**config.mk**
```make
export PLATFORM = sky130hd
export DESIGN_NAME = i2s_tx_flat
export DESIGN_NICKNAME = d
export VERILOG_FILES = /design/src/rtl/i2s_tx_if.sv /design/src/rtl/i2s_tx.sv /design/src/flat_wrapper.sv
export SDC_FILE = /design/constraint.sdc
export NUM_CORES = 1
export LEC_CHECK = 0
export CORE_MARGIN = 2
export CORE_UTILIZATION = 40
export CTS_BUF_LIST = sky130_fd_sc_hd__clkbuf_4 sky130_fd_sc_hd__clkbuf_8
export DETAILED_ROUTE_END_ITERATION = 8
export PLACE_DENSITY = 0.7
export SLEW_MARGIN = 20
export SYNTH_ARGS = -nofsm -noshare
export SYNTH_HDL_FRONTEND = slang
export SYNTH_SLANG_ARGS = --single-unit
export TNS_END_PERCENT = 20
```
**constraint.sdc**
```tcl
create_clock -name clk_i -period 3.56 [get_ports clk_i]
set_clock_uncertainty 0.05 [all_clocks]
set_input_delay 0.356 -clock clk_i [delete_from_list [all_inputs] [get_ports clk_i]]
set_output_delay 0.356 -clock clk_i [all_outputs]
set_load 0.01 [all_outputs]
```
**src/rtl/i2s_tx_if.sv**
```systemverilog
// Sample-side and I2S-side signals of the i2s_tx serializer.
// The slave modport is the serializer's view; the master modport is the view of its environment.
interface i2s_tx_if;
  logic        clk_en_i;
  logic [32:0] result_i;
  logic        done_i;
  logic        bclk_o;
  logic        lrclk_o;
  logic        sdata_o;
  logic        underrun_o;
  logic        overrun_o;

  modport master (
    output clk_en_i, result_i, done_i,
    input  bclk_o, lrclk_o, sdata_o, underrun_o, overrun_o
  );

  modport slave (
    input  clk_en_i, result_i, done_i,
    output bclk_o, lrclk_o, sdata_o, underrun_o, overrun_o
  );
endinterface

```
**src/rtl/i2s_tx.sv**
```systemverilog
// I2S transmitter: scales 33-bit dsp results to 24-bit samples and sends them mono-on-stereo.
// Define I2S_TX_SAT_EN to clamp out-of-range samples instead of wrapping them.
module i2s_tx #(
  parameter int BCLK_DIV   = 4,
  parameter int GAIN_SHIFT = 8
) (
  input  logic     clk_i,
  input  logic     rst_i,
  i2s_tx_if.slave  bus
);

  localparam int DIV_W = $clog2(BCLK_DIV);
  localparam logic [DIV_W-1:0] DIV_LAST = DIV_W'(BCLK_DIV - 1);

  logic [DIV_W-1:0] div_cnt_reg;
  logic [DIV_W-1:0] div_cnt_next;
  logic [5:0]       bit_cnt_reg;
  logic [5:0]       bit_cnt_next;
  logic             bclk_reg;
  logic             lrclk_reg;
  logic             sdata_reg;
  logic             underrun_reg;
  logic             overrun_reg;
  logic [23:0]      frame_reg;
  logic [23:0]      hold_reg;
  logic             hold_full_reg;
  logic [23:0]      sample_next;
  logic [63:0]      frame_bits;
  logic             div_wrap;
  logic             fall_evt;
  logic             frame_load;

`ifdef I2S_TX_SAT_EN
  localparam logic signed [32:0] SAT_MAX = 33'sh0_007F_FFFF;
  localparam logic signed [32:0] SAT_MIN = -33'sh0_0080_0000;

  logic signed [32:0] scaled;

  assign scaled = $signed(bus.result_i) >>> GAIN_SHIFT;

  always_comb begin
    sample_next = scaled[23:0];
    if (scaled > SAT_MAX) begin
      sample_next = 24'h7F_FFFF;
    end else if (scaled < SAT_MIN) begin
      sample_next = 24'h80_0000;
    end
  end
`else
  assign sample_next = 24'($signed(bus.result_i) >>> GAIN_SHIFT);
`endif

  // Static 64-slot frame map: one pad bit after each word-select edge, then 24 data bits.
  for (genvar gi = 0; gi < 64; gi++) begin : g_map
    if ((gi % 32) >= 1 && (gi % 32) <= 24) begin : g_data
      assign frame_bits[gi] = frame_reg[24 - (gi % 32)];
    end else begin : g_pad
      assign frame_bits[gi] = 1'b0;
    end
  end

  assign div_wrap     = bus.clk_en_i && (div_cnt_reg == DIV_LAST);
  assign fall_evt     = div_wrap && bclk_reg;
  assign div_cnt_next = div_wrap ? '0 : div_cnt_reg + DIV_W'(1);
  assign bit_cnt_next = bit_cnt_reg + 6'd1;
  assign frame_load   = fall_evt && (bit_cnt_next == 6'd0);

  always_ff @(posedge clk_i) begin
    if (rst_i) begin
      div_cnt_reg   <= '0;
      bit_cnt_reg   <= 6'h3F;
      bclk_reg      <= 1'b0;
      lrclk_reg     <= 1'b0;
      sdata_reg     <= 1'b0;
      underrun_reg  <= 1'b0;
      overrun_reg   <= 1'b0;
      frame_reg     <= '0;
      hold_reg      <= '0;
      hold_full_reg <= 1'b0;
    end else begin
      underrun_reg <= frame_load && !hold_full_reg;
      // A load on the same cycle empties the slot, so the new sample is not an overrun.
      overrun_reg  <= bus.done_i && hold_full_reg && !frame_load;

      if (frame_load && hold_full_reg) begin
        frame_reg <= hold_reg;
      end

      if (bus.done_i) begin
        hold_reg      <= sample_next;
        hold_full_reg <= 1'b1;
      end else if (frame_load) begin
        hold_full_reg <= 1'b0;
      end

      if (bus.clk_en_i) begin
        div_cnt_reg <= div_cnt_next;
        if (div_wrap) begin
          bclk_reg <= ~bclk_reg;
        end
        if (fall_evt) begin
          bit_cnt_reg <= bit_cnt_next;
          lrclk_reg   <= bit_cnt_next[5];
          sdata_reg   <= frame_bits[bit_cnt_next];
        end
      end
    end
  end

  assign bus.bclk_o     = bclk_reg;
  assign bus.lrclk_o    = lrclk_reg;
  assign bus.sdata_o    = sdata_reg;
  assign bus.underrun_o = underrun_reg;
  assign bus.overrun_o  = overrun_reg;

endmodule

```
**src/flat_wrapper.sv**
```systemverilog
// flat-port wrapper written by rule: the top's interface ports become plain ports
module i2s_tx_flat 
#(
  parameter int BCLK_DIV   = 4,
  parameter int GAIN_SHIFT = 8
)
  (clk_i, rst_i, bus_clk_en_i, bus_result_i, bus_done_i, bus_bclk_o, bus_lrclk_o, bus_sdata_o, bus_underrun_o, bus_overrun_o);
  i2s_tx_if bus_i ();
  input  logic clk_i;
  input  logic rst_i;
  input wire logic [$bits(bus_i.clk_en_i)-1:0] bus_clk_en_i;
  input wire logic [$bits(bus_i.result_i)-1:0] bus_result_i;
  input wire logic [$bits(bus_i.done_i)-1:0] bus_done_i;
  output wire logic [$bits(bus_i.bclk_o)-1:0] bus_bclk_o;
  output wire logic [$bits(bus_i.lrclk_o)-1:0] bus_lrclk_o;
  output wire logic [$bits(bus_i.sdata_o)-1:0] bus_sdata_o;
  output wire logic [$bits(bus_i.underrun_o)-1:0] bus_underrun_o;
  output wire logic [$bits(bus_i.overrun_o)-1:0] bus_overrun_o;
  assign bus_i.clk_en_i = bus_clk_en_i;
  assign bus_i.result_i = bus_result_i;
  assign bus_i.done_i = bus_done_i;
  assign bus_bclk_o = bus_i.bclk_o;
  assign bus_lrclk_o = bus_i.lrclk_o;
  assign bus_sdata_o = bus_i.sdata_o;
  assign bus_underrun_o = bus_i.underrun_o;
  assign bus_overrun_o = bus_i.overrun_o;
  i2s_tx #(.BCLK_DIV(BCLK_DIV), .GAIN_SHIFT(GAIN_SHIFT)) u_core (.clk_i(clk_i), .rst_i(rst_i), .bus(bus_i));
endmodule
```
# Word level (Yosys, flattened, before mapping)
# Cells that the tools add are included.
# totals
ff_bits	62
input_bits	37
output_inout_bits	5
# classes
addsub	2
order_cmp	1
eq_ne	1
muxes	5
bitwise	1
reduce_logical	13
# op_table
operator	count
$logic_and A1 B1 Y1	7
$lt A6 B7 Y1 const B	1
$add A6 B1 Y6 const B	1
$bmux W1 S6	1
$logic_not A6 Y1	1
$reduce_and A2 Y1	2
$mux W1	3
$add A2 B1 Y2 const B	1
$eq A2 B2 Y1 const B	1
$logic_not A1 Y1	2
$mux W2	1
$reduce_bool A2 Y1	1
$not A1 Y1	1

# Longest topological paths before layout
# Gate-level depths: netlist of run 1.
# logic_depth
word_depth	6
mapped_depth	7
ltp_nobuf	6

# Worst setup path after synthesis of run 1
# OpenSTA, ideal clock, no wires.
# synth_timing
kind	register to register
start	reg u_core.bit_cnt_reg[0]
end	reg u_core.frame_reg[0]
setup_time_ns	0.128
arrival_ns	1.744
required_ns	3.382
path_slack_ns	1.639
stages_incl_launch_ff	8
period_less_slack_ns	1.921
cell_sequence	dfxtp_1 ha_1 xnor2_4 and3_4 o2111ai_4 buf_12 mux2i_1 nor2_1
# synth_between
elab_chain_cells	4
# synth_lines
item	line_no	source
start: declaration	i2s_tx.sv:17	logic [5:0] bit_cnt_reg;
start signal: assignment	i2s_tx.sv:102	bit_cnt_reg <= bit_cnt_next;
$add A6 B1 Y6	i2s_tx.sv:65	assign bit_cnt_next = bit_cnt_reg + 6'd1;
$logic_not A6 Y1	i2s_tx.sv:66	assign frame_load = fall_evt && (bit_cnt_next == 6'd0);
$logic_and A1 B1 Y1	i2s_tx.sv:66	
$logic_and A1 B1 Y1	i2s_tx.sv:85	if (frame_load && hold_full_reg) begin
end signal: assignment	i2s_tx.sv:86	frame_reg <= hold_reg;
end: declaration	i2s_tx.sv:24	logic [23:0] frame_reg;
# Every way passes these cells.
# A chain may end at the register's enable or synchronous reset.

# Worst setup path after layout of run 1
# layout_timing
start	reg u_core.bit_cnt_reg[1]
end	reg u_core.frame_reg[4]
# Same word-level chain as after synthesis.

==> qor.yml, run 1 <==
ys_types: 41
grt_pass1_vias: 1695
synth_edf_count: 0
max_slew_margin_pct: 31.2
cts_buffers: 9
grt_antenna_before_repair: 0
period_minus_slack_ps: 2380
core_sq_mm: 0.00639
syn_to_final_growth_pct: 18.9
ant_nets: 0
hold_path.class: "input pin to flop"
port_buffers: 32
p_sw_mw: 0.314
ys.flop_type: "dfxtp_1"
clk_pin_slew_ps: 60
cts_resized: 0
die-height_um: 85.3
layout_common_cells: "62 x dfxtp_1, 57 x nor2_1, 53 x mux2i_1, 31 x clkdlybuf4s50_1, 11 x clkbuf_8"
max_cap_viol_count: 0
synth.avg_cell_area_sq_um: 10.5
wl_um: 4540
design_area_sq_mm: 0.00314
slowest_delay_ps: 510
cts.sinks: 62
drcViolationCount: 0
end_kind: "flop"
combPwrFrac_pct: 6.2
rsz0062_at_grt: "no"
overflow: 0
initial_utilization_pct: 41.4
synth_fp_nets: 292
post-cts-setup-buffer-count: 0
yosysWarnings: 0
switching_share_pct: 23.0
clock.fmax_mhz: 420
status: "completed"
cp_data_arrival_time_ps: 2540
final_common_cell: "dfxtp_1"
hold_violations: 0
drv_slew: 0
dpl.hpwl_um: 2990
nets: 322
internal_power_mw: 1.05
setup_ws_ps: 1180
postCtsHoldBufs: 0
tightest_slew_ps: 1030
seq_area_frac_synth_pct: 47.0
die_w_um: 85.3
via_count: 1808
power.leakage_nw: 1.44
clock_latency_ps: 340
power_density_mw_per_mm2: 435
drt_iter0_drc: 71
syn_area_sq_mm: 0.00264
ios: 42
synth-seq-cells: 62
critPathLaunchType: "flop"
vdd.ir_drop.worst_mv: 0.254
place_congestion: 0.768
pwr-share-seq_pct: 53.1
dp_worst_setup_slack_ps: 1090
synthArstFlopShare_pct: 0
required_ps: 3720
vias_per_cell: 4.97
n_antenna_cell: 0
syn_inst: 252
cp_cell_sequence: "ha_1 > xnor2_4 > and3_4 > o2111ai_4 > mux2i_1 > nor2_1"
grt_pass1_wl_um: 7630
tritoncts: "built"
p_total_mw: 1.37
cp_max_fo: 24
holdWs_ps: 337
critPathKind: "flop to flop"
fin_tns_setup_ps: 0
wire_per_inst_um: 12.5
firstDrtPassIters: 4
grt_start_max_net_pins: 55
final.period_utilization_pct: 66.9
setup_viol: 0
grt_usage_pct: 13.5
place_area_sq_mm: 0.00296
dieArea_sq_mm: 0.00727
htreeDepth: 3
clockRootBuffer: "clkbuf_8"
worst_path_max_delay_cell: "o2111ai_4"
rows: 29
ctsLongestPathBuffers: 2
drive_above_1_share_pct: 11.8
p_clk_share_pct: 40.8
[per-stage QoR]
stage,cells,utilization [%]
floorplan,252,-
global placement,348,46.3
detailed placement,348,46.3
CTS,364,49.2
global route,364,49.2
finish,364,49.2
[path summary, 6_finish.rpt]
| kind | startpoint | to | slack [ps] | depth (start not counted) |
|---|---|---|---|---|
| worst max-delay path | u_core.bit_cnt_reg[1] | u_core.frame_reg[4] | 1180 | 6 |
| worst min-delay path | rst_i | u_core.bit_cnt_reg[0] | 340 | 3 |
| worst max register to register | u_core.bit_cnt_reg[1] | u_core.frame_reg[4] | 1180 | 6 |
| worst min register to register | u_core.hold_full_reg | u_core.bus.underrun_o | 440 | 1 |
[layer usage]
| metal | GRT usage [%] | part of all wire [%] | up-vias |
|---|---|---|---|
| met3 | 5.54 | 4.5 | 9 |
| met1 | 15.4 | 47 | 831 |
| met2 | 22.2 | 47 | 29 |
| met4 | 5.63 | 1.9 | 0 |
| met5 | 0 | 0 | - |
| li1 | - | - | 939 |
[area by class of cell]
cell class / count / area (sq um)
Clock buffer: 11 / 151
Clock inverter: 5 / 33.8
Fill cell: 627 / 3240
Inverter: 2 / 7.51
Multi-Input combinational cell: 172 / 1270
Sequential cell: 62 / 1240
Tap cell: 77 / 96.3
Timing Repair Buffer: 35 / 338
[Yosys cell counts, types with 2 or more instances]
master | count | area share (%)
a21oi_1 | 2 | 0.38
a31oi_1 | 2 | 0.47
and3_2 | 3 | 0.85
and3_4 | 2 | 0.85
buf_1 | 2 | 0.28
buf_12 | 2 | 1.5
buf_2 | 4 | 0.76
clkbuf_1 | 5 | 0.71
dfxtp_1 | 62 | 47
ha_1 | 3 | 1.4
mux2i_1 | 53 | 20
mux4_2 | 4 | 3.4
nand2_1 | 4 | 0.57
nand3_1 | 8 | 1.5
nor2_1 | 57 | 8.1
o21ai_0 | 10 | 1.9
or3_1 | 2 | 0.47
xnor2_1 | 4 | 1.3
[power by group through the flow]
stage,sequential (mW),combinational [mW],clock (mW)
after floorplan,0.737,0.0469,0
after global placement,0.740,0.0840,0
after detailed placement,0.740,0.0855,0
after CTS,0.724,0.0860,0.578
after global routing,0.726,0.0930,0.612
final,0.724,0.0843,0.557
[kinds of logic (layout without fill, tap and decap cells)]
family                   after synthesis  in the layout  share of synthesized area, %
AND/OR/NAND/NOR                       84             84                          14.5
flip-flops                            62             62                          47.0
multiplexers                          58             58                          23.9
AO/OA/AOI/OAI                         21             21                          5.69
buffers and inverters                 18             53                          4.78
XOR/XNOR                               6              6                          2.70
adder cells (fa/ha/maj)                3              3                          1.42
[critical path, delay by kind of cell, from the launching register on]
kind                       cells  cell delay [ps]
AOI/OAI and AO/OA              1              510
xor gates and xnor gates       1              210
adders and majority gates      1              380
DFF                            1              430
muxes                          1              340
and+or+nand+nor                2              310
Note: power is estimated with default switching activity, not from simulation.
==> run 2: changes to the inputs <==
- PLACE_DENSITY: 0.7 -> 0.73
- clock period: 3.56 -> 2.1 ns (I/O delays scaled with it)
==> run 2 against run 1 <==
  * Largest power group unchanged
  * Combinational power is 70% higher
  * Design area is 2.7% higher
  * Register-to-register slack worse by 1000 ps
  * Cell count is 0.82% higher
  * Global-route usage is 0.55 points higher
  * Clock power is 110% higher
  * Utilization is 1.3 points higher
  * Sequential share of layout area is 1.0 points lower
  * Total power is 88% higher
  * Clock-buffer cell count stayed put
==> qor.yml, run 2 (same netlist as run 1, synthesis figures left out) <==
tightest_slew_ps: 544
post-cts-setup-buffer-count: 0
setup_ws_ps: 182
rows: 29
max_slew_margin_pct: 63.8
cts.sinks: 62
drt_iter0_drc: 53
critPathKind: "flop to flop"
n_antenna_cell: 0
htreeDepth: 3
grt_pass1_vias: 1731
ios: 42
power_density_mw_per_mm2: 794
pwr-share-seq_pct: 47.9
hold_start: "rst_i"
via_count: 1816
multiInputGateArea_sq_mm: 0.00128
fin_tns_setup_ps: 0
dieArea_sq_mm: 0.00727
hold_path.class: "input pin to flop"
final_common_cell: "dfxtp_1"
grt_pass1_wl_um: 7850
dp_worst_setup_slack_ps: 121
grt_usage_pct: 14.0
overflow: 0
period_minus_slack_ps: 1920
dp.cells: 351
cp-startpoint: "u_core.bit_cnt_reg[1]"
rsz0062_at_grt: "no"
syn_to_final_growth_pct: 22.2
grt_antenna_before_repair: 0
grt_use_met3_pct: 7.10
firstDrtPassIters: 4
initial_utilization_pct: 41.4
required_ps: 2280
p_sw_mw: 0.536
grt.busiest_layer: "met2"
power.leakage_nw: 1.48
setup_viol: 0
critPathLaunchType: "flop"
clock_latency_ps: 340
cp_data_arrival_time_ps: 2100
clk_pin_slew_ps: 60
instances_no_fill: 367
clockRootBuffer: "clkbuf_8"
clock.fmax_mhz: 521
ant_nets: 0
drv_slew: 0
ctsLongestPathBuffers: 2
drcViolationCount: 0
dpl.hpwl_um: 3020
r2r_start: "u_core.bit_cnt_reg[1]"
end_kind: "flop"
wl_um: 4530
combPwrFrac_pct: 5.6
grt_start_max_net_pins: 55
cp_max_fo: 7
drive_above_1_share_pct: 13.1
tritoncts: "built"
holdWs_ps: 200
grt_use_met1_pct: 15.8
layout_common_cells: "62 x dfxtp_1, 57 x nor2_1, 53 x mux2i_1, 31 x clkdlybuf4s50_1, 11 x clkbuf_8"
grt.met2_usage_pct: 22.7
hold_violations: 0
core_sq_mm: 0.00639
fillers: 608
p_total_mw: 2.56
place_congestion: 0.811
final.period_utilization_pct: 91.3
port_buffers: 32
status: "completed"
wire_per_inst_um: 12.4
cts_buffers: 9
vias_per_cell: 4.95
switching_share_pct: 20.9
p_clk_share_pct: 46.5
die_w_um: 85.3
nets: 325
area.sequential_sq_mm: 0.00124
internal_power_mw: 2.03
die-height_um: 85.3
max_cap_viol_count: 0
vdd.ir_drop.worst_mv: 0.468
run 2: cell types whose count changed in the layout (fill, tap and decap cells not counted):
cell / before / now
buf_4: 3 / 5
clkinvlp_4: 2 / 1
clkinv_2: 2 / 1
ha_2: 0 / 1
bufinv_16: 0 / 2
ha_1: 3 / 2
buf_12: 0 / 1
run 2: worst paths after layout:
| check | end | slack [ps] | depth (start not counted) |
|---|---|---|---|
| max | u_core.bus.sdata_o | 180 | 6 |
| min | u_core.bit_cnt_reg[0] | 200 | 3 |
| max reg2reg | u_core.bus.sdata_o | 180 | 6 |
| min reg2reg | u_core.bus.underrun_o | 430 | 1 |
run 2: stage by stage:
step / instance area, sq um / util (%)
final: 3230 / 50.5
after detailed placement: 2990 / 46.8
after global routing: 3230 / 50.5
after global placement: 2990 / 46.8
after CTS: 3220 / 50.5
after floorplan: 2640 / -
run 2: power by group through the flow:
stage / sequential, mW / combinational (mW) / clock [mW]
final: 1.23 / 0.143 / 1.19
after CTS: 1.23 / 0.146 / 1.22
after floorplan: 1.25 / 0.0795 / 0
after global placement: 1.25 / 0.143 / 0
after detailed placement: 1.25 / 0.145 / 0
after global routing: 1.23 / 0.159 / 1.28
run 2: critical path, stage by stage, from the launching register on:
cell,delay (ps)
dfxtp_1,360
ha_1,420
buf_4,200
mux4_2,310
o21ai_0,180
o21ai_0,110
o22a_1,180
run 2: cell type report:
class	instances	area share, %
repair buffers	38	11.6
multi-input cells	172	39.6
clock buffers	11	4.69
inverters	2	0.233
flip-flops and latches	62	38.5
clock inverters	5	2.52
well taps	77	2.99
run 2: layer usage:
metal / routed length, um / up-vias
met4: 103 / 0
met3: 225 / 10
met5: 0 / -
met2: 2080 / 33
met1: 2130 / 831
li1: - / 942
run 2: repair_timing:
action / in CTS / in global routing
resized for setup: 0 / 1
setup endpoints to repair: 0 / 15
hold buffers: 0 / 0
